## src/rtl/alu_share_arbiter_if.sv

```systemverilog
// Handshake bundle between two ALU requesters, the shared arbiter and the ALU itself.
// The requesters/ALU side is the master; the arbiter is the slave.
interface alu_share_arbiter_if #(
   parameter int DATA_W = 32,
   parameter int OP_W   = 6
);
   logic              req0_valid;
   logic              req0_ready;
   logic [DATA_W-1:0] req0_a;
   logic [DATA_W-1:0] req0_b;
   logic [OP_W-1:0]   req0_aluc;
   logic              req1_valid;
   logic              req1_ready;
   logic [DATA_W-1:0] req1_a;
   logic [DATA_W-1:0] req1_b;
   logic [OP_W-1:0]   req1_aluc;

   logic              rsp0_valid;
   logic              rsp0_ready;
   logic [DATA_W-1:0] rsp0_result;
   logic              rsp0_zero;
   logic              rsp1_valid;
   logic              rsp1_ready;
   logic [DATA_W-1:0] rsp1_result;
   logic              rsp1_zero;

   logic [DATA_W-1:0] alu_a;
   logic [DATA_W-1:0] alu_b;
   logic [OP_W-1:0]   alu_aluc;
   logic [DATA_W-1:0] alu_result;
   logic              alu_zero;

   modport master (
      output req0_valid, req0_a, req0_b, req0_aluc,
      output req1_valid, req1_a, req1_b, req1_aluc,
      output rsp0_ready, rsp1_ready,
      output alu_result, alu_zero,
      input  req0_ready, req1_ready,
      input  rsp0_valid, rsp0_result, rsp0_zero,
      input  rsp1_valid, rsp1_result, rsp1_zero,
      input  alu_a, alu_b, alu_aluc
   );

   modport slave (
      input  req0_valid, req0_a, req0_b, req0_aluc,
      input  req1_valid, req1_a, req1_b, req1_aluc,
      input  rsp0_ready, rsp1_ready,
      input  alu_result, alu_zero,
      output req0_ready, req1_ready,
      output rsp0_valid, rsp0_result, rsp0_zero,
      output rsp1_valid, rsp1_result, rsp1_zero,
      output alu_a, alu_b, alu_aluc
   );
endinterface

```

## src/rtl/alu_share_arbiter.sv

```systemverilog
// Round-robin arbiter sharing one combinational ALU between two requesters.
// One op in flight: IDLE (accept) -> EXEC (capture ALU output) -> RESP (hold until taken).
module alu_share_arbiter #(
   parameter int DATA_W  = 32,
   parameter int OP_W    = 6,
   parameter bit RR_INIT = 1'b0
) (
   input  logic                clk,
   input  logic                rst_n,
   input  logic                flush,
   alu_share_arbiter_if.slave  bus,
   output logic                busy
);

   typedef enum logic [1:0] {
      ST_IDLE = 2'd0,
      ST_EXEC = 2'd1,
      ST_RESP = 2'd2
   } state_t;

   state_t            state_r;
   state_t            next_state_s;
   logic              prio_r;
   logic              owner_r;
   logic [DATA_W-1:0] a_r;
   logic [DATA_W-1:0] b_r;
   logic [OP_W-1:0]   aluc_r;
   logic [DATA_W-1:0] result_r;
   logic              zero_r;

   logic              grant_s;
   logic              accept_s;
   logic              req0_ready_s;
   logic              req1_ready_s;
   logic              rsp_take_s;

   // Next-state, grant selection and request-side ready
   always_comb begin
      next_state_s = state_r;
      grant_s      = prio_r;
      accept_s     = 1'b0;
      req0_ready_s = 1'b0;
      req1_ready_s = 1'b0;
      rsp_take_s   = 1'b0;
      case (state_r)
         ST_IDLE: begin
            if (bus.req0_valid && bus.req1_valid) begin
               grant_s = prio_r;
            end else if (bus.req1_valid) begin
               grant_s = 1'b1;
            end else begin
               grant_s = 1'b0;
            end
            if (!flush && (bus.req0_valid || bus.req1_valid)) begin
               accept_s     = 1'b1;
               req0_ready_s = ~grant_s;
               req1_ready_s = grant_s;
               next_state_s = ST_EXEC;
            end else begin
               next_state_s = ST_IDLE;
            end
         end
         ST_EXEC: begin
            next_state_s = ST_RESP;
         end
         ST_RESP: begin
            // Only the owner's ready completes the response; the other port is ignored
            rsp_take_s = owner_r ? bus.rsp1_ready : bus.rsp0_ready;
            if (rsp_take_s) begin
               next_state_s = ST_IDLE;
            end else begin
               next_state_s = ST_RESP;
            end
         end
         default: begin
            next_state_s = ST_IDLE;
         end
      endcase
      if (flush) begin
         next_state_s = ST_IDLE;
      end else begin
         next_state_s = next_state_s;
      end
   end

   // State register
   always_ff @(posedge clk or negedge rst_n) begin
      if (!rst_n) begin
         state_r <= ST_IDLE;
      end else begin
         state_r <= next_state_s;
      end
   end

   // Round-robin pointer and owner move only on an accepted request
   always_ff @(posedge clk or negedge rst_n) begin
      if (!rst_n) begin
         prio_r  <= RR_INIT;
         owner_r <= 1'b0;
      end else if (accept_s) begin
         prio_r  <= ~grant_s;
         owner_r <= grant_s;
      end
   end

   // Operand/op latch; feeds the ALU so no request input reaches alu_* combinationally
   always_ff @(posedge clk or negedge rst_n) begin
      if (!rst_n) begin
         a_r    <= {DATA_W{1'b0}};
         b_r    <= {DATA_W{1'b0}};
         aluc_r <= {OP_W{1'b0}};
      end else if (accept_s) begin
         a_r    <= grant_s ? bus.req1_a    : bus.req0_a;
         b_r    <= grant_s ? bus.req1_b    : bus.req0_b;
         aluc_r <= grant_s ? bus.req1_aluc : bus.req0_aluc;
      end
   end

   // Result capture at the end of the single EXEC cycle
   always_ff @(posedge clk or negedge rst_n) begin
      if (!rst_n) begin
         result_r <= {DATA_W{1'b0}};
         zero_r   <= 1'b0;
      end else if ((state_r == ST_EXEC) && !flush) begin
         result_r <= bus.alu_result;
         zero_r   <= bus.alu_zero;
      end
   end

   // Ready is forced low while reset is held, even though IDLE grant is combinational
   assign bus.req0_ready  = req0_ready_s & rst_n;
   assign bus.req1_ready  = req1_ready_s & rst_n;

   assign bus.rsp0_valid  = (state_r == ST_RESP) && !owner_r;
   assign bus.rsp1_valid  = (state_r == ST_RESP) &&  owner_r;
   assign bus.rsp0_result = result_r;
   assign bus.rsp1_result = result_r;
   assign bus.rsp0_zero   = zero_r;
   assign bus.rsp1_zero   = zero_r;

   assign bus.alu_a    = a_r;
   assign bus.alu_b    = b_r;
   assign bus.alu_aluc = aluc_r;

   assign busy = (state_r != ST_IDLE);

endmodule

```

## src/flat_wrapper.sv

```systemverilog
// flat-port wrapper written by rule: the top's interface ports become plain ports
module alu_share_arbiter_flat 
#(
   parameter int DATA_W  = 32,
   parameter int OP_W    = 6,
   parameter bit RR_INIT = 1'b0
)
  (clk, rst_n, flush, busy, bus_req0_valid, bus_req0_a, bus_req0_b, bus_req0_aluc, bus_req1_valid, bus_req1_a, bus_req1_b, bus_req1_aluc, bus_rsp0_ready, bus_rsp1_ready, bus_alu_result, bus_alu_zero, bus_req0_ready, bus_req1_ready, bus_rsp0_valid, bus_rsp0_result, bus_rsp0_zero, bus_rsp1_valid, bus_rsp1_result, bus_rsp1_zero, bus_alu_a, bus_alu_b, bus_alu_aluc);
  alu_share_arbiter_if #(.DATA_W(DATA_W), .OP_W(OP_W)) bus_i ();
  input  logic clk;
  input  logic rst_n;
  input  logic flush;
  output logic busy;
  input wire logic [$bits(bus_i.req0_valid)-1:0] bus_req0_valid;
  input wire logic [$bits(bus_i.req0_a)-1:0] bus_req0_a;
  input wire logic [$bits(bus_i.req0_b)-1:0] bus_req0_b;
  input wire logic [$bits(bus_i.req0_aluc)-1:0] bus_req0_aluc;
  input wire logic [$bits(bus_i.req1_valid)-1:0] bus_req1_valid;
  input wire logic [$bits(bus_i.req1_a)-1:0] bus_req1_a;
  input wire logic [$bits(bus_i.req1_b)-1:0] bus_req1_b;
  input wire logic [$bits(bus_i.req1_aluc)-1:0] bus_req1_aluc;
  input wire logic [$bits(bus_i.rsp0_ready)-1:0] bus_rsp0_ready;
  input wire logic [$bits(bus_i.rsp1_ready)-1:0] bus_rsp1_ready;
  input wire logic [$bits(bus_i.alu_result)-1:0] bus_alu_result;
  input wire logic [$bits(bus_i.alu_zero)-1:0] bus_alu_zero;
  output wire logic [$bits(bus_i.req0_ready)-1:0] bus_req0_ready;
  output wire logic [$bits(bus_i.req1_ready)-1:0] bus_req1_ready;
  output wire logic [$bits(bus_i.rsp0_valid)-1:0] bus_rsp0_valid;
  output wire logic [$bits(bus_i.rsp0_result)-1:0] bus_rsp0_result;
  output wire logic [$bits(bus_i.rsp0_zero)-1:0] bus_rsp0_zero;
  output wire logic [$bits(bus_i.rsp1_valid)-1:0] bus_rsp1_valid;
  output wire logic [$bits(bus_i.rsp1_result)-1:0] bus_rsp1_result;
  output wire logic [$bits(bus_i.rsp1_zero)-1:0] bus_rsp1_zero;
  output wire logic [$bits(bus_i.alu_a)-1:0] bus_alu_a;
  output wire logic [$bits(bus_i.alu_b)-1:0] bus_alu_b;
  output wire logic [$bits(bus_i.alu_aluc)-1:0] bus_alu_aluc;
  assign bus_i.req0_valid = bus_req0_valid;
  assign bus_i.req0_a = bus_req0_a;
  assign bus_i.req0_b = bus_req0_b;
  assign bus_i.req0_aluc = bus_req0_aluc;
  assign bus_i.req1_valid = bus_req1_valid;
  assign bus_i.req1_a = bus_req1_a;
  assign bus_i.req1_b = bus_req1_b;
  assign bus_i.req1_aluc = bus_req1_aluc;
  assign bus_i.rsp0_ready = bus_rsp0_ready;
  assign bus_i.rsp1_ready = bus_rsp1_ready;
  assign bus_i.alu_result = bus_alu_result;
  assign bus_i.alu_zero = bus_alu_zero;
  assign bus_req0_ready = bus_i.req0_ready;
  assign bus_req1_ready = bus_i.req1_ready;
  assign bus_rsp0_valid = bus_i.rsp0_valid;
  assign bus_rsp0_result = bus_i.rsp0_result;
  assign bus_rsp0_zero = bus_i.rsp0_zero;
  assign bus_rsp1_valid = bus_i.rsp1_valid;
  assign bus_rsp1_result = bus_i.rsp1_result;
  assign bus_rsp1_zero = bus_i.rsp1_zero;
  assign bus_alu_a = bus_i.alu_a;
  assign bus_alu_b = bus_i.alu_b;
  assign bus_alu_aluc = bus_i.alu_aluc;
  alu_share_arbiter #(.DATA_W(DATA_W), .OP_W(OP_W), .RR_INIT(RR_INIT)) u_core (.clk(clk), .rst_n(rst_n), .flush(flush), .bus(bus_i), .busy(busy));
endmodule
```

## config.mk

```make
export PLATFORM = sky130hd
export DESIGN_NAME = alu_share_arbiter_flat
export DESIGN_NICKNAME = d
export VERILOG_FILES = /design/src/rtl/alu_share_arbiter_if.sv /design/src/rtl/alu_share_arbiter.sv /design/src/flat_wrapper.sv
export SDC_FILE = /design/constraint.sdc
export NUM_CORES = 1
export LEC_CHECK = 0
export CORE_ASPECT_RATIO = 0.8
export CORE_UTILIZATION = 30
export DETAILED_ROUTE_END_ITERATION = 7
export PLACE_DENSITY = 0.68
export SYNTH_ARGS = -nofsm -noshare
export SYNTH_HDL_FRONTEND = slang
export SYNTH_SLANG_ARGS = --single-unit
export TNS_END_PERCENT = 50
```

## constraint.sdc

```tcl
create_clock -name clk -period 2.68 [get_ports clk]
set_input_delay 0.402 -clock clk [delete_from_list [all_inputs] [get_ports clk]]
set_output_delay 0.402 -clock clk [all_outputs]
set_load 0.01 [all_outputs]
```

Yosys cells after proc, flatten, opt, wreduce, memory -nomap -nowiden:

Cells that the tools add are included.

* register bits: 107
* input bits: 180
* output and inout bits: 141
* word-level logic and storage cells: 42

* equal/unequal tests: 2
* muxes and demuxes: 18
* bitwise gates (word level): 4
* reductions and logical operators: 10

Operators with widths (count)
* 2-to-1 mux 32 bit: 2
* 2-to-1 mux 1 bit: 12
* 2-to-1 mux 6 bit: 1
* case mux 2 bit (3 select lines): 1
* logical AND 1 bit: 5
* 2-to-1 mux 2 bit: 2
* AND 1 bit: 2
* == test 2 x 1 -> 1 bit, second input constant: 1
* == test 2 bit, second input constant: 1
* zero test 1 bit: 2
* zero test 2 bit: 1
* inverter 1 bit: 2
* nonzero test 2 bit: 1
* logical OR 1 bit: 1

Logic depth before layout (Yosys ltp):

* depth in word-level cells: 7
* depth in mapped cells: 6
* mapped depth without buffers: 4

Least setup slack after synthesis:

Ideal clock, no wire load.

* kind: register -> output
* start point: register u_core.state_r[0]
* end point: output port bus_req1_ready
* arrival time: 1.481 ns
* data required time: 2.278 ns
* slack: 0.797 ns
* cell stages (with the launch flop): 5
* buffers on the path: 2
* path through: dfrtp_1 -> or3_1 -> buf_6 -> buf_6 -> nor4_1

* word-level cells in the longest chain between the ends: 3

RTL lines
* start: declaration: line alu_share_arbiter.sv:21 `state_t state_r;`
* start signal: assignment: line alu_share_arbiter.sv:91 `state_r <= next_state_s;`
* zero test 2 bit: line alu_share_arbiter.sv:45 `case (state_r)`
* 2-to-1 mux 1 bit: line alu_share_arbiter.sv:45
* AND 1 bit: line alu_share_arbiter.sv:132 `assign bus.req1_ready = req1_ready_s & rst_n;`
* end: declaration: line flat_wrapper.sv:27 `output wire logic [$bits(bus_i.req1_ready)-1:0] bus_req1_ready;`

Every way passes these cells.

Worst setup path in the final report:

Same ends and word-level chain as after synthesis.

==> flow_summary_export.csv <==
group,metric,value,unit
critical_path,crit_fanout,8,
clock_network,cts_tree,"done",
critical_path,cp-endpoint,"bus_req1_ready",
synth,syn_inst,447,
route,drtIter0Drc,215,
global_routing,grtUsageTotal,0.192,
critical_path,cp-start-kind,"register",
synth,yosysTopAreaCell,"dfrtp_1",
timing,setup_viol,0,
critical_path,end_kind,"output port",
timing,max_freq,382,MHz
synth,syn-num-nets,627,
route,via_per_inst,4.95,
critical_path,cp.arrival,2220,ps
critical_path,r2r_slack,700,ps
route,ant_nets,0,
timing,min_period,2620,ps
final_layout,final_common_cell,"clkdlybuf4s50_1",
clock_network,clockBufferDepth,2,
clock_network,htree_levels,3,
synth,postSynth.asyncResetShare,1.00,
critical_path,crit_cells,3,
floorplan,die_w,146,µm
floorplan,row_count,41,
critical_path,worstReg2RegStart,"u_core.state_r[1]",
timing,post-route-period-util,0.977,
final_layout,num-nets-final,894,
global_routing,antenna_found_initial,1,
placement,postPlaceCellArea,8090,µm²
timing,max_slew.worst_pin.slew,819,ps
critical_path,reg2reg_to,"u_core.bus.alu_b[20]",
timing,tns,0,ps
final_layout,final_cell_area,8400,µm²
power,peakVddDrop,334,µV
timing,skew,4.68,ps
critical_path,worstRegToRegCells,4,
floorplan,dieArea,17200,µm²
critical_path,startpoint,"u_core.state_r[0]",
clock_network,hold_buffers,0,
synth,synthTopCellsByArea,"dfrtp_1 (54%), a221o_1 (14%), mux2_2 (7.4%), nor3_1 (7.1%), buf_4 (5.4%)",
timing,max-slew-margin-rel,0.454,
worst_hold_path,hp-class,"in2async",
final_layout,syn_to_final_growth,68.1,%
clock_network,clk_pin_slew_worst_paths,70,ps
route,vias,4626,
global_routing,grt_max_degree,72,
critical_path,cp.buffers_inverters,1,
timing,hold_viol,0,
outcome,status,"complete, no violations",
clock_network,ctsResizeCount,0,
timing,rsz0062_at_grt,"no",
critical_path,required,2280,ps
critical_path,slowest_delay,600,ps
synth,seq_area_frac_synth,0.536,
power,finalPower,0.00633,W
run,maxCapViolations,0,
final_layout,layout_common_cells,"clkdlybuf4s50_1 (318), dfrtp_1 (107), nor3_1 (71), nand2_1 (71), a221o_1 (70)",
synth,syn_area,5000,µm²
clock_network,clock-sinks,107,
critical_path,path_delay_family,"simple AND/OR/NAND/NOR gates",
final_layout,drive_gt1_frac,0.0946,
route,wl_per_cell,17.7,µm
floorplan,io-pin-count,321,
placement,io_buffers,320,
clock_network,root_buffer,"clkbuf_16",
clock_network,cts_setup_buffers,0,
clock_network,cts_buffers,9,
timing,worst_hold_slack,193,ps
route,drt-total-wl,16600,µm
placement,place_congestion,0.817,
critical_path,crit_path_top_delay_cell,"clkdlybuf4s50_1",
power,p_leak,3.41,nW
synth,ys_warn_count,0,
synth,synth_edf_count,0,
clock_network,clk-insertion-delay-late,350,ps
synth,yosys_most_used_dff,"dfrtp_1",
timing,maxSlewViolCount,0,
synth,ys_seq_elements,107,
synth,yosysUniqueCellTypes,25,
power,powerDensity,753,nW/µm²
placement,place_hpwl,11800,µm
critical_path,path_cells,"or3_2 -> nor4_1 -> clkdlybuf4s50_1",
synth,synth_top_area_frac,0.536,
route,drc,0,
synth,syn_avg_cell_area,11.2,µm²
global_routing,grt_first_pass_wirelength,25800,µm
global_routing,grt_overflow,0,
floorplan,coreArea,16000,µm²
route,first_pass_iters,5,
final_layout,fill_cells,1409,
floorplan,fp.dieH,117,µm
critical_path,critPathKind,"reg2out",
global_routing,grt_pass1_vias,4688,
floorplan,start_util,0.312,
==> worst register-to-register path, cell delays in order, from the launching register on <==
cell     delay [ps]
dfrtp_1         470
nor3_1          270
and3_2          230
buf_4           630
a221o_1         320
==> per-stage QoR <==
stage                     utilization  cells  worst slack [ps]
after floorplan                     -    447               797
after global placement          0.505    918               153
after detailed placement        0.505    918               125
after CTS                       0.525    934              30.1
after global routing            0.525    935              3.18
final                           0.525    935              62.3
==> synth_stat cells (all sizes together), types with 2 or more instances <==
cell    number
a21oi        2
a221o       70
buf         67
clkbuf       8
dfrtp      107
inv          4
mux2        33
nand2       71
nor3        71
nor3b        3
==> report_power, final <==
part	internal [W]	total, W	switching [W]
logic	0.00162	0.00259	0.000964
registers	0.00206	0.00237	0.000310
clock network	0.000762	0.00137	0.000611
==> sequential cells by signal (all words and copies together), names as in the netlist <==
| name | flops |
|---|---|
| u_core.state_r | 2 |
| u_core.bus.rsp0_zero | 1 |
| u_core.bus.alu_b | 32 |
| u_core.bus.rsp0_result | 32 |
| u_core.prio_r | 1 |
| u_core.bus.alu_a | 32 |
| u_core.bus.alu_aluc | 6 |
| u_core.owner_r | 1 |
==> cell type report <==
class	instances	area, µm²	area share
inverter	4	15.0	0.00179
multi-input combinational	261	1840	0.218
sequential	107	2680	0.319
clock inverter	6	72.6	0.00864
antenna	1	2.50	0.000298
tap	215	269	0.0320
timing repair buffer	331	3290	0.392
clock buffer	10	239	0.0284
==> cells by family after synthesis <==
group                  synth area share
AOI/OAI and AO/OA                 0.145
buffers and inverters             0.103
DFF                               0.536
and+or+nand+nor                   0.140
muxes                            0.0763
==> how the worst min path moves through the flow <==
stage	start	endpoint	slack [ps]	cells past startpoint
2_1_floorplan	rst_n	u_core.bus.alu_a[0]	110	0
3_3_place_gp	u_core.bus.alu_b[30]	u_core.bus.alu_b[30]	500	1
3_5_place_dp	u_core.bus.alu_b[28]	u_core.bus.alu_b[28]	500	1
4_1_cts	rst_n	u_core.bus.rsp0_result[6]	210	2
5_1_grt	rst_n	u_core.bus.rsp0_result[6]	240	2
6_report	rst_n	u_core.bus.rsp0_result[6]	190	2
==> metal layers <==
layer | track usage | share of wire | vias up
li1 | - | - | 2146
met1 | 0.224 | 0.40 | 2215
met2 | 0.330 | 0.50 | 237
met3 | 0.0566 | 0.081 | 28
met4 | 0.0775 | 0.024 | 0
met5 | 0 | 0 | -
No activity file was read; power rests on OpenSTA's default activity.
